## src/rtl/sdram_avalon_arbiter.sv

```systemverilog
// Two-requester round-robin arbiter in front of the SDRAM controller's Avalon-MM port.
// Commands forward combinationally, and an ID FIFO routes read data back in issue order.
module sdram_avalon_arbiter #(
  parameter int ADDR_W      = 25,
  parameter int DATA_W      = 32,
  parameter int MAX_PENDING = 8,
  localparam int BE_W  = DATA_W / 8,
  localparam int PTR_W = $clog2(MAX_PENDING),
  localparam int CNT_W = PTR_W + 1
) (
  input  logic              clk_50mhz,
  input  logic              reset,
  input  logic [ADDR_W-1:0] m0_address_i,
  input  logic [DATA_W-1:0] m0_writedata_i,
  input  logic [BE_W-1:0]   m0_byteenable_n_i,
  input  logic              m0_read_n_i,
  input  logic              m0_write_n_i,
  output logic              m0_waitrequest_o,
  output logic [DATA_W-1:0] m0_readdata_o,
  output logic              m0_readdatavalid_o,
  input  logic [ADDR_W-1:0] m1_address_i,
  input  logic [DATA_W-1:0] m1_writedata_i,
  input  logic [BE_W-1:0]   m1_byteenable_n_i,
  input  logic              m1_read_n_i,
  input  logic              m1_write_n_i,
  output logic              m1_waitrequest_o,
  output logic [DATA_W-1:0] m1_readdata_o,
  output logic              m1_readdatavalid_o,
  output logic [ADDR_W-1:0] s_address_o,
  output logic [DATA_W-1:0] s_writedata_o,
  output logic [BE_W-1:0]   s_byteenable_n_o,
  output logic              s_chipselect_o,
  output logic              s_read_n_o,
  output logic              s_write_n_o,
  input  logic              s_waitrequest_i,
  input  logic [DATA_W-1:0] s_readdata_i,
  input  logic              s_readdatavalid_i,
  output logic [CNT_W-1:0]  pending_o,
  output logic              err_orphan_o
);

  typedef enum logic {ST_OPEN = 1'b0, ST_LOCKED = 1'b1} state_t;

  state_t           state_q, state_d;
  logic             lock_id_q, lock_id_d;
  logic             last_grant_q, last_grant_d;
  logic [MAX_PENDING-1:0] fifo_q;
  logic [PTR_W-1:0] wr_ptr_q, rd_ptr_q;
  logic [CNT_W-1:0] count_q;
  logic             err_orphan_q;

  logic [1:0] req, rd_only, elig;
  logic       room, fwd, gid, accept, push, pop, head;

  // Avalon handshake: a command transfers on the cycle it is forwarded while s_waitrequest_i is low.
  // The granted requester sees waitrequest low exactly on that cycle.
  assign req     = {~m1_read_n_i | ~m1_write_n_i, ~m0_read_n_i | ~m0_write_n_i};
  assign rd_only = {~m1_read_n_i & m1_write_n_i, ~m0_read_n_i & m0_write_n_i};
  // A pop on this edge frees a slot for a read issued on the same edge.
  assign room    = (count_q != CNT_W'(MAX_PENDING)) | s_readdatavalid_i;
  assign elig    = req & ~(rd_only & {2{~room}});

  always_comb begin
    gid = 1'b0;
    fwd = 1'b0;
    if (state_q == ST_LOCKED) begin
      gid = lock_id_q;
      fwd = elig[lock_id_q];
    end else begin
      fwd = |elig;
      gid = (&elig) ? ~last_grant_q : elig[1];
    end
    if (!reset) fwd = 1'b0;
  end

  assign accept = fwd & ~s_waitrequest_i;
  assign push   = accept & rd_only[gid];
  assign pop    = s_readdatavalid_i & (count_q != '0);
  assign head   = fifo_q[rd_ptr_q];

  always_comb begin
    s_address_o      = '0;
    s_writedata_o    = '0;
    s_byteenable_n_o = '1;
    s_chipselect_o   = 1'b0;
    s_read_n_o       = 1'b1;
    s_write_n_o      = 1'b1;
    if (fwd) begin
      s_chipselect_o   = 1'b1;
      s_address_o      = gid ? m1_address_i : m0_address_i;
      s_writedata_o    = gid ? m1_writedata_i : m0_writedata_i;
      s_byteenable_n_o = gid ? m1_byteenable_n_i : m0_byteenable_n_i;
      s_write_n_o      = gid ? m1_write_n_i : m0_write_n_i;
      s_read_n_o       = ~rd_only[gid];
    end
  end

  assign m0_waitrequest_o   = ~(accept & ~gid);
  assign m1_waitrequest_o   = ~(accept & gid);
  assign m0_readdata_o      = s_readdata_i;
  assign m1_readdata_o      = s_readdata_i;
  assign m0_readdatavalid_o = pop & ~head;
  assign m1_readdatavalid_o = pop & head;
  assign pending_o          = count_q;
  assign err_orphan_o       = err_orphan_q;

  // A stalled grant is locked so the controller sees a stable command until it accepts it.
  always_comb begin
    state_d      = state_q;
    lock_id_d    = lock_id_q;
    last_grant_d = last_grant_q;
    if (accept) begin
      state_d      = ST_OPEN;
      last_grant_d = gid;
    end else if (fwd) begin
      state_d   = ST_LOCKED;
      lock_id_d = gid;
    end
  end

  always_ff @(posedge clk_50mhz or negedge reset) begin
    if (!reset) begin
      state_q      <= ST_OPEN;
      lock_id_q    <= 1'b0;
      last_grant_q <= 1'b1;
      fifo_q       <= '0;
      wr_ptr_q     <= '0;
      rd_ptr_q     <= '0;
      count_q      <= '0;
      err_orphan_q <= 1'b0;
    end else begin
      state_q      <= state_d;
      lock_id_q    <= lock_id_d;
      last_grant_q <= last_grant_d;
      if (push) begin
        fifo_q[wr_ptr_q] <= gid;
        wr_ptr_q         <= wr_ptr_q + 1'b1;
      end
      if (pop) rd_ptr_q <= rd_ptr_q + 1'b1;
      count_q <= count_q + CNT_W'(push) - CNT_W'(pop);
      if (s_readdatavalid_i && count_q == '0) err_orphan_q <= 1'b1;
    end
  end

endmodule
```

## config.mk

```make
export PLATFORM = sky130hd
export DESIGN_NAME = sdram_avalon_arbiter
export DESIGN_NICKNAME = d
export VERILOG_FILES = /design/src/rtl/sdram_avalon_arbiter.sv
export SDC_FILE = /design/constraint.sdc
export NUM_CORES = 1
export LEC_CHECK = 0
export CAP_MARGIN = 30
export CORE_AREA = 2 2 116 118
export CTS_BUF_LIST = sky130_fd_sc_hd__clkbuf_4
export DETAILED_ROUTE_END_ITERATION = 12
export DIE_AREA = 0 0 118 120
export GPL_TIMING_DRIVEN = 0
export PLACE_DENSITY_LB_ADDON = 0.08
export RECOVER_POWER = 50
export SYNTH_ARGS = -nofsm -noshare
export SYNTH_HDL_FRONTEND = slang
export SYNTH_SLANG_ARGS = --single-unit
```

## constraint.sdc

```tcl
create_clock -name clk_50mhz -period 3.3 [get_ports clk_50mhz]
set_input_delay 0.33 -clock clk_50mhz [delete_from_list [all_inputs] [get_ports clk_50mhz]]
set_output_delay 0.33 -clock clk_50mhz [all_outputs]
set_load 0.02 [all_outputs]
```

==> results by group <==
STA
  – Worst hold slack: about 0.40 ns
  – Final Cycle Share: 96.2%
  – Final WS setup: 0.127 ns
  – Worst Clk Skew: 0.00754 ns
  – Worst Max-Slew Pin Slew: 0.510 ns
  – Fin crit period: 3.17 ns
  – Fmax achieved: 0.315 GHz
  – Final setup vio count: 0
  – Max transition margin: 65.9%
  – RSZ-0062 raised after global routing: true
  – Slew Limit Fails: 0
  – Setup TNS: 0 ns
  – Hold Fails Final Rpt: 0

Place
  – Cell Area, Placed: 5650 µm²
  – Setup WS pre-CTS: -0.617 ns
  – Buffers on Ports: roughly 270
  – Gpl congestion: about 0.83
  – Placed cells: 836
  – DPL Wire Length: 12300 µm

Worst setup path
  – Most frequent CP cell: buf_4
  – Startpoint Class: register
  – Cell breakdown of the critical path: inv_1, ha_1, or4b_4, a221oi_4, a22o_1, buf_4, buf_4, nand2_1, a21oi_1, buf_4
  – Crit path launch: pending_o[2]$_DFF_PN0_
  – R2r startpoint: pending_o[2]$_DFF_PN0_
  – Max incr delay on CP: 0.53 ns
  – CP required: 2.97 ns
  – Worst path arrival time: about 2.8 ns
  – Critical setup path kind: reg -> out
  – Crit Path Max Fanout: 10
  – CP max stage cell: or4b_4
  – Crit end category: output port

Synthesis
  – Yosys reg bits: 22
  – Main synth FF type: dfrtp_1
  – Top cells by area, synth: buf_4, dfrtp_1, nand2_1, a21oi_1, ha_1
  – Sequential share of the synthesized area: 20.0%
  – Async SR Flop Fraction: 100%
  – Cell taking the most area after synthesis: buf_4
  – Syn Area/Cell: 7.00 µm²
  – Syn_nets: 564
  – Post-Syn Area: ~2800 µm²
  – Post-synth top area share: between 10% and 20%
  – Yosys warning total: 0
  – Most common cell in the netlist: nand2_1
  – Post-Synthesis Cells: 393
  – Post-synth EDFFs: 0
  – Synth unique cells: 46
  – Synth cell count leaders: nand2_1, buf_4, a21oi_1

Hold path
  – Hold Path Class: in -> async

Cells and area
  – Share of layout cells above drive strength 1: between 20% and 30%
  – Non-Filler Instances: roughly 840
  – Nets: 840
  – Ant. Diodes: 0
  – Final Instance Area: 5500 µm²
  – Layout area overhead: 99.9%
  – Final core utilization: 42.4%

Clock network
  – CTS tree: built
  – # clock sinks: 22
  – Root Driver: clkbuf_4
  – Skew-Pair Late Insertion Delay: ~0.32 ns
  – Clock slew at reported path FFs: roughly 0.13 ns
  – Clock Path Buffers: 2
  – H-tree depth: 1
  – Hold_buf cts: 0
  – Clock buffer count from CTS: 3

GRT
  – First-pass GRT wire length: between 20000 and 25000 µm
  – Vias in the first global route: 3319
  – Total track usage: roughly a fifth
  – Antenna violations before repair: 0
  – GR Overflow Total: 0
  – Pin count of the biggest net entering global routing: 15

Power
  – Flop pwr share: 17.8%
  – P per Cell Area: 513 nW/µm²
  – Worst vdd ir: 0.000464 V
  – Combinational Power Share: 74.7%
  – Sw frac: 49.1%
  – Total power: between 2 and 3 mW
  – Leak: 2.56 nW
  – Internal power: 1.44 mW
  – Share of power burned in the clock network: 7.5%
  – Net Sw Power: 1.38 mW

Floorplan
  – Initial Util: 21.2%
  – Die Span X: 118 µm
  – Core Area: 13000 µm²
  – # IOs: about 300
  – Die height: 120 µm
  – DIE AREA: around 14000 µm²
  – Rows: 42

Job
  – Max Cap Violations: 0

Detailed routing
  – Drt wl/cell: 17.1 µm
  – Initial DRC Count: slightly below 90
  – DRT Pass-1 Iters: 5
  – Residual DRC count: 0
  – DR vias: approximately 3500
  – Vias/cell: 4.19
  – Routed Antenna Nets: 0
  – Total Wirelength: 14400 µm

Status
  – Status: finished clean
==> worst max-delay path, delay by kind of cell, from the launching register on <==
kind | cells | cell delay (ns)
AOI/OAI and AO/OA | 3 | 0.71
adders and majority gates | 1 | 0.18
buffers and inverters | 4 | 0.65
DFF | 1 | 0.40
and+or+nand+nor | 2 | 0.59
==> worst paths after layout <==
kind | end | slack [ns] | cells after the start
setup / recovery | s_writedata_o[21] | 0.13 | 10
hold / removal | wr_ptr_q[2]$_DFFE_PN0P_ | 0.40 | 1
setup reg to reg | pending_o[2]$_DFF_PN0_ | 0.33 | 12
hold reg to reg | err_orphan_o$_DFFE_PN0P_ | 0.49 | 1
max in group asynchronous | err_orphan_o$_DFFE_PN0P_ | 2.42 | 2
min in group clk_50mhz | err_orphan_o$_DFFE_PN0P_ | 0.49 | 1
==> sequential cells by signal, indices dropped and copies added, names as in the netlist <==
| signal | count |
|---|---|
| lock_id_q | 1 |
| err_orphan_o | 1 |
| pending_o | 4 |
| wr_ptr_q | 3 |
| fifo_q | 8 |
| rd_ptr_q | 3 |
| last_grant_q | 1 |
| state_q | 1 |
==> layout make-up <==
cell class                 instances  area, µm²
fill                            1386       7480
timing repair buffer             271       2430
multi-input combinational        270       1550
buffer                            89        648
sequential                        22        552
tap                              176        220
inverter                          12       45.0
clock inverter                     1       30.0
clock buffer                       3       22.5
==> cell families after synthesis <==
kind of cell / after synthesis / synth area share [%]
buffers and inverters: 101 / 24.7
and+or+nand+nor: 167 / 26.4
AOI/OAI and AO/OA: 75 / 16.5
muxes: 13 / 6.09
adders and majority gates: 9 / 4.36
DFF: 22 / 20.0
xor gates and xnor gates: 6 / 1.91
==> power groups by stage <==
stage / Combinational [mW] / Sequential, mW / Clock [mW]
after floorplan: 1.25 / 0.520 / 0
final: 2.11 / 0.503 / 0.210
after CTS: 2.18 / 0.509 / 0.216
after global routing: 2.30 / 0.530 / 0.232
after global placement: 2.22 / 0.510 / 0
after detailed placement: 2.23 / 0.516 / 0
==> cell usage in the layout (no fill, tap or decap), types with 2 or more instances in the layout <==
cell type / n
dlygate4sd2_1: 4
mux2_1: 7
dlygate4sd3_1: 56
dfrtp_1: 21
ha_1: 8
a21oi_2: 7
mux2_2: 3
mux4_2: 2
clkbuf_2: 44
buf_4: 89
clkdlybuf4s50_1: 144
nor2_1: 5
nand3_1: 5
buf_2: 15
buf_6: 4
clkbuf_4: 3
xnor2_1: 5
nand2_1: 134
nor2b_1: 4
nand4b_1: 4
a21oi_1: 52
inv_1: 11
nand4_1: 5
clkbuf_1: 2
o21ai_0: 4
==> routing by layer <==
| layer | track usage, % | part of all wire (%) | vias to the layer above |
|---|---|---|---|
| met4 | 3.01 | 1.3 | 0 |
| met3 | 3.47 | 6.0 | 14 |
| met5 | 0 | 0 | - |
| li1 | - | - | 1786 |
| met1 | 24.9 | 43 | 1609 |
| met2 | 33.1 | 50 | 131 |
==> repair_timing <==
action                     CTS  global route
setup endpoints to repair   65            63
setup buffers                2             2
pin swaps                    1             4
gates resized for setup    147           102
hold endpoints to repair     0             0
Power figures use the tool's default switching activity.
